==> config.mk <==
export PLATFORM = sky130hd
export DESIGN_NAME = yqc_key_filter
export DESIGN_NICKNAME = d
export VERILOG_FILES = /design/src/rtl/yqc_key_filter.sv
export SDC_FILE = /design/constraint.sdc
export NUM_CORES = 1
export LEC_CHECK = 0
export CAP_MARGIN = 5
export CORE_MARGIN = 2
export CORE_UTILIZATION = 36
export DETAILED_ROUTE_END_ITERATION = 10
export PLACE_DENSITY = 0.62
export SETUP_SLACK_MARGIN = 0.1
export SKIP_LAST_GASP = 1
export SYNTH_ARGS = -nofsm -noshare
export SYNTH_HDL_FRONTEND = slang
export SYNTH_SLANG_ARGS = --single-unit
==> constraint.sdc <==
create_clock -name clk -period 8.75 [get_ports clk]
set_input_delay 1.75 -clock clk [delete_from_list [all_inputs] [get_ports clk]]
set_output_delay 1.75 -clock clk [all_outputs]
set_load 0.02 [all_outputs]
==> src/rtl/yqc_key_filter.sv <==
// rtl/yqc_key_filter.sv - push-button synchroniser, debouncer and press-pulse generator
// Each key runs its own qualify/hold FSM; press and auto-repeat events become one-cycle pulses.
module yqc_key_filter #(
    parameter int NUM_KEYS        = 4,
    parameter bit ACTIVE_LOW      = 1'b1,
    parameter int CNT_W           = 20,
    parameter int DEBOUNCE_CYCLES = 20,
    parameter int REPEAT_DELAY    = 0,
    parameter int REPEAT_RATE     = 5
) (
    input  logic                clk,
    input  logic                rst,
    input  logic [NUM_KEYS-1:0] btn_raw,
    output logic [NUM_KEYS-1:0] key_level,
    output logic [NUM_KEYS-1:0] key_pulse,
    output logic                key_valid,
    output logic [1:0]          key_code,
    output logic                multi_key
);

    typedef enum logic [1:0] {
        IDLE       = 2'd0,
        PRESS_QUAL = 2'd1,
        HELD       = 2'd2,
        REL_QUAL   = 2'd3
    } state_t;

    localparam logic [NUM_KEYS-1:0] RAW_IDLE = ACTIVE_LOW ? {NUM_KEYS{1'b1}} : {NUM_KEYS{1'b0}};
    localparam logic [CNT_W-1:0]    DEB_LAST  = CNT_W'(DEBOUNCE_CYCLES - 1);
    localparam logic [CNT_W-1:0]    DLY_LAST  = CNT_W'(REPEAT_DELAY - 1);
    localparam logic [CNT_W-1:0]    RATE_LAST = CNT_W'(REPEAT_RATE - 1);
    localparam logic [CNT_W-1:0]    CNT_ONE   = CNT_W'(1);

    logic [NUM_KEYS-1:0] sync1;
    logic [NUM_KEYS-1:0] sync2;
    logic [NUM_KEYS-1:0] pressed;
    logic [NUM_KEYS-1:0] level_vec;
    logic [NUM_KEYS-1:0] pulse_d;
    logic [1:0]          code_d;

    // Sync flops hold the raw (un-normalised) value so reset can load "not pressed".
    always_ff @(posedge clk or posedge rst) begin
        if (rst) begin
            sync1 <= RAW_IDLE;
            sync2 <= RAW_IDLE;
        end else begin
            sync1 <= btn_raw;
            sync2 <= sync1;
        end
    end

    assign pressed = ACTIVE_LOW ? ~sync2 : sync2;

    for (genvar k = 0; k < NUM_KEYS; k++) begin : g_key
        state_t           state_q;
        state_t           state_d;
        logic [CNT_W-1:0] cnt_q;
        logic [CNT_W-1:0] cnt_d;
        logic [CNT_W-1:0] cnt_inc;
        logic             rep_q;
        logic             rep_d;
        logic             level_q;
        logic             level_d;
        logic             fire;
        logic             p;

        assign p       = pressed[k];
        assign cnt_inc = (cnt_q == {CNT_W{1'b1}}) ? cnt_q : cnt_q + CNT_ONE;

        always_ff @(posedge clk or posedge rst) begin
            if (rst) begin
                state_q <= IDLE;
                cnt_q   <= '0;
                rep_q   <= 1'b0;
                level_q <= 1'b0;
            end else begin
                state_q <= state_d;
                cnt_q   <= cnt_d;
                rep_q   <= rep_d;
                level_q <= level_d;
            end
        end

        always_comb begin
            state_d = state_q;
            case (state_q)
                IDLE: begin
                    if (p) state_d = PRESS_QUAL;
                end
                PRESS_QUAL: begin
                    if (!p)                    state_d = IDLE;
                    else if (cnt_q >= DEB_LAST) state_d = HELD;
                end
                HELD: begin
                    if (!p) state_d = REL_QUAL;
                end
                REL_QUAL: begin
                    if (p)                     state_d = HELD;
                    else if (cnt_q >= DEB_LAST) state_d = IDLE;
                end
                default: state_d = IDLE;
            endcase
        end

        // cnt doubles as the repeat timer while HELD; rep_q marks the post-delay phase.
        always_comb begin
            cnt_d   = cnt_q;
            rep_d   = rep_q;
            level_d = level_q;
            fire    = 1'b0;
            case (state_q)
                IDLE: begin
                    rep_d = 1'b0;
                    cnt_d = p ? CNT_ONE : '0;
                end
                PRESS_QUAL: begin
                    if (!p) begin
                        cnt_d = '0;
                    end else if (cnt_q >= DEB_LAST) begin
                        cnt_d   = '0;
                        rep_d   = 1'b0;
                        level_d = 1'b1;
                        fire    = 1'b1;
                    end else begin
                        cnt_d = cnt_inc;
                    end
                end
                HELD: begin
                    if (!p) begin
                        cnt_d = CNT_ONE;
                        rep_d = 1'b0;
                    end else if (REPEAT_DELAY > 0) begin
                        if ((!rep_q && cnt_q >= DLY_LAST) || (rep_q && cnt_q >= RATE_LAST)) begin
                            fire  = 1'b1;
                            rep_d = 1'b1;
                            cnt_d = '0;
                        end else begin
                            cnt_d = cnt_inc;
                        end
                    end
                end
                REL_QUAL: begin
                    if (p) begin
                        cnt_d = '0;
                        rep_d = 1'b0;
                    end else if (cnt_q >= DEB_LAST) begin
                        cnt_d   = '0;
                        level_d = 1'b0;
                    end else begin
                        cnt_d = cnt_inc;
                    end
                end
                default: begin
                    cnt_d   = '0;
                    rep_d   = 1'b0;
                    level_d = 1'b0;
                end
            endcase
        end

        assign pulse_d[k]   = fire;
        assign level_vec[k] = level_q;
    end

    always_comb begin
        code_d = 2'd0;
        for (int i = NUM_KEYS - 1; i >= 0; i--) begin
            if (pulse_d[i]) code_d = 2'(i);
        end
    end

    // Pulse, valid and code share one register stage so they can never skew.
    always_ff @(posedge clk or posedge rst) begin
        if (rst) begin
            key_pulse <= '0;
            key_valid <= 1'b0;
            key_code  <= 2'd0;
        end else begin
            key_pulse <= pulse_d;
            key_valid <= |pulse_d;
            key_code  <= code_d;
        end
    end

    assign key_level = level_vec;
    assign multi_key = |(level_vec & (level_vec - NUM_KEYS'(1)));

endmodule

## Yosys cells after proc, flatten, opt, wreduce, memory -nomap -nowiden

Index checks and enable logic that the tools add are counted.

| operators by class | value |
|---|---|
| $add $sub $neg | 5 |
| magnitude comparators | 4 |
| equality and inequality tests | 48 |
| mux-type cells | 92 |
| bitwise gates (word level) | 2 |
| reductions and logical operators | 18 |

Operators by type and width:

| operator | count |
|---|---|
| 20-bit 2-to-1 mux | 20 |
| 20-bit one-hot mux with 4 select lines | 4 |
| 20-bit by 1-bit adder with 20-bit output (second input constant) | 4 |
| 20-bit == test (second input constant) | 4 |
| 20-bit by 5-bit greater-or-equal comparator with 1-bit output (second input constant) | 4 |
| 2-bit 2-to-1 mux | 28 |
| 2-bit inequality test (second input constant) | 24 |
| 1-bit 2-to-1 mux | 32 |
| 2-bit one-hot mux with 4 select lines | 4 |
| 3-bit inequality test (second input constant) | 8 |
| 5-bit AND reduction | 4 |
| 2-bit == test (second input constant) | 8 |
| 4-bit AND reduction | 4 |
| 2-bit by 1-bit == test with 1-bit output (second input constant) | 4 |
| 2-bit zero test | 4 |
| 1-bit one-hot mux with 2 select lines | 4 |
| 2-bit nonzero test | 4 |
| 4-bit OR reduction | 2 |
| 4-bit bitwise AND | 1 |
| 4-bit NOT | 1 |
| 4-bit by 1-bit subtractor with 4-bit output (second input constant) | 1 |

| storage, ports and cells | value |
|---|---|
| bits in registers | 107 |
| input port bits | 6 |
| output and inout bits | 12 |

## Depth between registers and ports, before layout

| logic depth | value |
|---|---|
| depth after elaboration | 8 |
| gate-level depth with buffers | 6 |
| mapped depth without buffers | 6 |

## Worst setup path after synthesis

Ideal clock, no wire load.

| timing path | value |
|---|---|
| kind | register -> output |
| from | register g_key[3].level_q |
| to | output port multi_key |
| data arrival time | 0.920 ns |
| slack | 6.080 ns |
| stages on the path, launching flop included | 4 |
| path buffers | 0 |
| cell sequence | dfrtp_1 -> maj3_1 -> nor2_1 -> nor2_1 |

| on the way | value |
|---|---|
| longest elaborated chain between the ends | 3 |

Ends and longest elaborated chain:

| element | line | source |
|---|---|---|
| start, declared | 62 | `logic level_q;` |
| start signal, assigned | 80 | `level_q <= level_d;` |
| 4-bit by 1-bit subtractor with 4-bit output | 186 | `assign multi_key = \|(level_vec & (level_vec - NUM_KEYS'(1)));` |
| 4-bit bitwise AND * | 186 |  |
| 4-bit OR reduction * | 186 |  |
| end, declared | 18 | `output logic multi_key` |

Mark *: on every way between the ends. The rest lies on a longest branch, timed or not.

## Final worst setup path

| timing path | value |
|---|---|
| from | register g_key[2].level_q |
| to | output port multi_key |

| on the way | value |
|---|---|
| longest elaborated chain between the ends | 3 |

Ends and longest elaborated chain:

| element | line |
|---|---|
| start, declared | 62 |
| start signal, assigned | 80 |
| 4-bit by 1-bit subtractor with 4-bit output | 186 |
| 4-bit bitwise AND * | 186 |
| 4-bit OR reduction * | 186 |

Marked as above.

==> reports/metrics.yaml <==
die_h_um: 115.0
worst_pin_slew_ns: 0.8995
grt_usage_pct: 13.52
cpMostUsedCell: "nor2_1"
die_area_sq_um: 13210
mappedNetlistArea_sq_um: 4432
drv_slew: 0
fillCellCount: 1128
dp_slack_ns: 5.255
yosysSeqAreaShare_pct: 60.64
rsz0062_at_grt: "no"
start_util_pct: 36.90
ys_async_sr_fraction_pct: 100.0
gp_congestion: 0.8167
finalSetupTns_ns: 0
period_share_pct: 40.77
relSlewSlack_pct: 39.81
hold_class: "flip-flop to flip-flop"
worst_setup_path_start_kind: "flip-flop"
cts_htree_levels: 3
crit_fanout: 5
drc: 0
finalClockSkew_ns: 0.006799
p_per_area_nw_per_um2: 182.5
grt_pass1_wl_um: 14260
cpPeakStageDelay_ns: 0.54
hold_violations: 0
end_kind: "output pin"
num_io_pins: 18
synth.top_cells.by_area: "dfrtp_1, and2_1, dfstp_2, nor2_1, nand4_1"
root_buffer: "clkbuf_16"
ys.flop_type: "dfrtp_1"
status: "finished, final reports clean"
numCtsBuffers: 9
crit_path_top_delay_cell: "clkdlybuf4s50_1"
synth-edff-count: 0
cts.clk_slew.worst_paths_ns: 0.07
vias_per_cell: 5.305
post_cts_buffers: 0
leakagePower_nw: 2.321
grt_pass1_vias: 2934
synth.distinct_cells: 46
syn_area_per_cell_sq_um: 11.22
synth_nets: 405
layout-drive-gt1-share_pct: 9.026
max_freq_ghz: 0.2803
yosys.area.top_type_share_pct: 55.90
cts_resized: 0
path_cells: "maj3_1, nor2_1, nor2_1, clkdlybuf4s50_1"
ys_warn_count: 0
r2r_setup_slack_ns: 6.61
setup_viol: 0
cts_tree: "done"
io_buffers: 17
critPathKind: "flip-flop to output pin"
coreArea_sq_um: 12010
grt_max_degree: 75
clk_latency_ns: 0.35
routedWlPerCell_um: 14.17
vias: 3013
antennaDiodeCount: 0
irDropWorstVdd_mv: 0.08499
first_pass_iters: 4
nets: 426
cp.arrival_ns: 1.82
ys_seq_elements: 107
cts_hold_buf: 0
dieWidth_um: 115.0
row_count: 40
worstPathRequired_ns: 7.00
cap_viol_max_count: 0
yosysMostFrequentCell: "dfrtp_1"
synth_common_cells: "dfrtp_1, and2_1, nor2_1"
cts_max_path_buffers: 2
period_needed_ns: 3.568
routed_wl_um: 8051
antenna_found_initial: 0
area_growth_pct: 13.66
yosysTopAreaCell: "dfrtp_1"
postRouteAntennaNets: 0
netlist_instances: 395
drt_iter0_markers: 108
dp_hpwl_um: 5425
fin_ws_ns: 5.182
clock_sinks: 107
grt_overflow_total: 0
## where the power goes
group / switching, W / internal, W
combinational: 0.0000167 / 0.00000900
clock: 0.000189 / 0.000198
sequential: 0.00000578 / 0.000501
## layer usage
metal / share of wire, % / wire length (um) / track usage, %
met5: 0 / 0 / 0
met1: 49 / 3967 / 18.69
met4: 1.6 / 127 / 6.024
met3: 2.1 / 172 / 2.214
met2: 47 / 3783 / 21.10
## sequential cells by signal (all words and copies together) (netlist names), named ones only
name	count
sync1	4
g_key.cnt_q	80
key_code	2
g_key.level_q	4
g_key.state_q	4
key_pulse	4
key_valid	1
sync2	4
## metrics by stage
step	util [%]	cell area, sq um	hold WS [ns]	instances	power, W
6_report	41.94	5037	0.3557	568	0.0009194
5_1_grt	41.94	5037	0.3651	568	0.0009574
4_1_cts	41.94	5037	0.3573	568	0.0009331
3_5_place_dp	39.54	4750	0.3468	552	0.0005430
3_3_place_gp	39.54	4750	0.3481	552	0.0005421
2_1_floorplan	-	4432	0.3452	395	0.0005335
## worst max-delay path: cells and delay by family, from the launching register on
kind | cells | cell delay [ns]
adders and majority gates | 1 | 0.35
DFF | 1 | 0.44
buffers and inverters | 1 | 0.54
and+or+nand+nor | 2 | 0.14
## layout by cell type (no fill, tap or decap), types with 4 or more instances in the layout
cell type,synthesis,final
nand3_1,11,11
a21oi_1,18,18
nor4_1,13,13
a21boi_0,5,5
a21o_1,6,6
nand2_1,15,15
ha_1,4,4
dfrtp_1,99,99
a31oi_1,10,10
nand2b_1,5,5
and3_1,8,8
clkdlybuf4s50_1,0,17
clkbuf_16,0,9
nor2_1,32,32
and4_1,4,4
nor3_1,13,13
xnor2_1,4,4
inv_1,12,11
o21ai_0,7,7
dfstp_2,8,8
clkinv_4,0,4
a211o_1,4,4
and2_1,52,52
nand4_1,19,19
## logic make-up after synthesis
family,share of synthesized area (%)
AND/OR/NAND/NOR,23.35
AO/OA/AOI/OAI,11.58
XOR/XNOR,0.7904
adder cells (fa/ha/maj),1.355
flip-flops,60.64
buffers and inverters,2.061
multiplexers,0.2259
## area by class of cell
| type | count | area [sq um] | share of cell area [%] |
|---|---|---|---|
| Sequential cell | 107 | 2688 | 53.35 |
| Multi-Input combinational cell | 268 | 1653 | 32.81 |
| Clock inverter | 7 | 62.56 | 1.242 |
| Inverter | 12 | 47.55 | 0.9439 |
| Clock buffer | 9 | 225.2 | 4.471 |
| Timing Repair Buffer | 18 | 177.7 | 3.527 |
| Tap cell | 147 | 183.9 | 3.651 |
## path summary, 6_finish.rpt
check / from / endpoint / cells after the start
max: g_key[2].level_q / multi_key / 4
min: sync1[2] / sync2[2] / 0
max reg2reg: g_key[1].cnt_q[0] / g_key[1].cnt_q[4] / 6
min reg2reg: sync1[2] / sync2[2] / 0
max in group asynchronous: rst / g_key[1].cnt_q[14] / 3
min in group asynchronous: rst / g_key[0].cnt_q[10] / 2
Power figures use the tool's default switching activity.
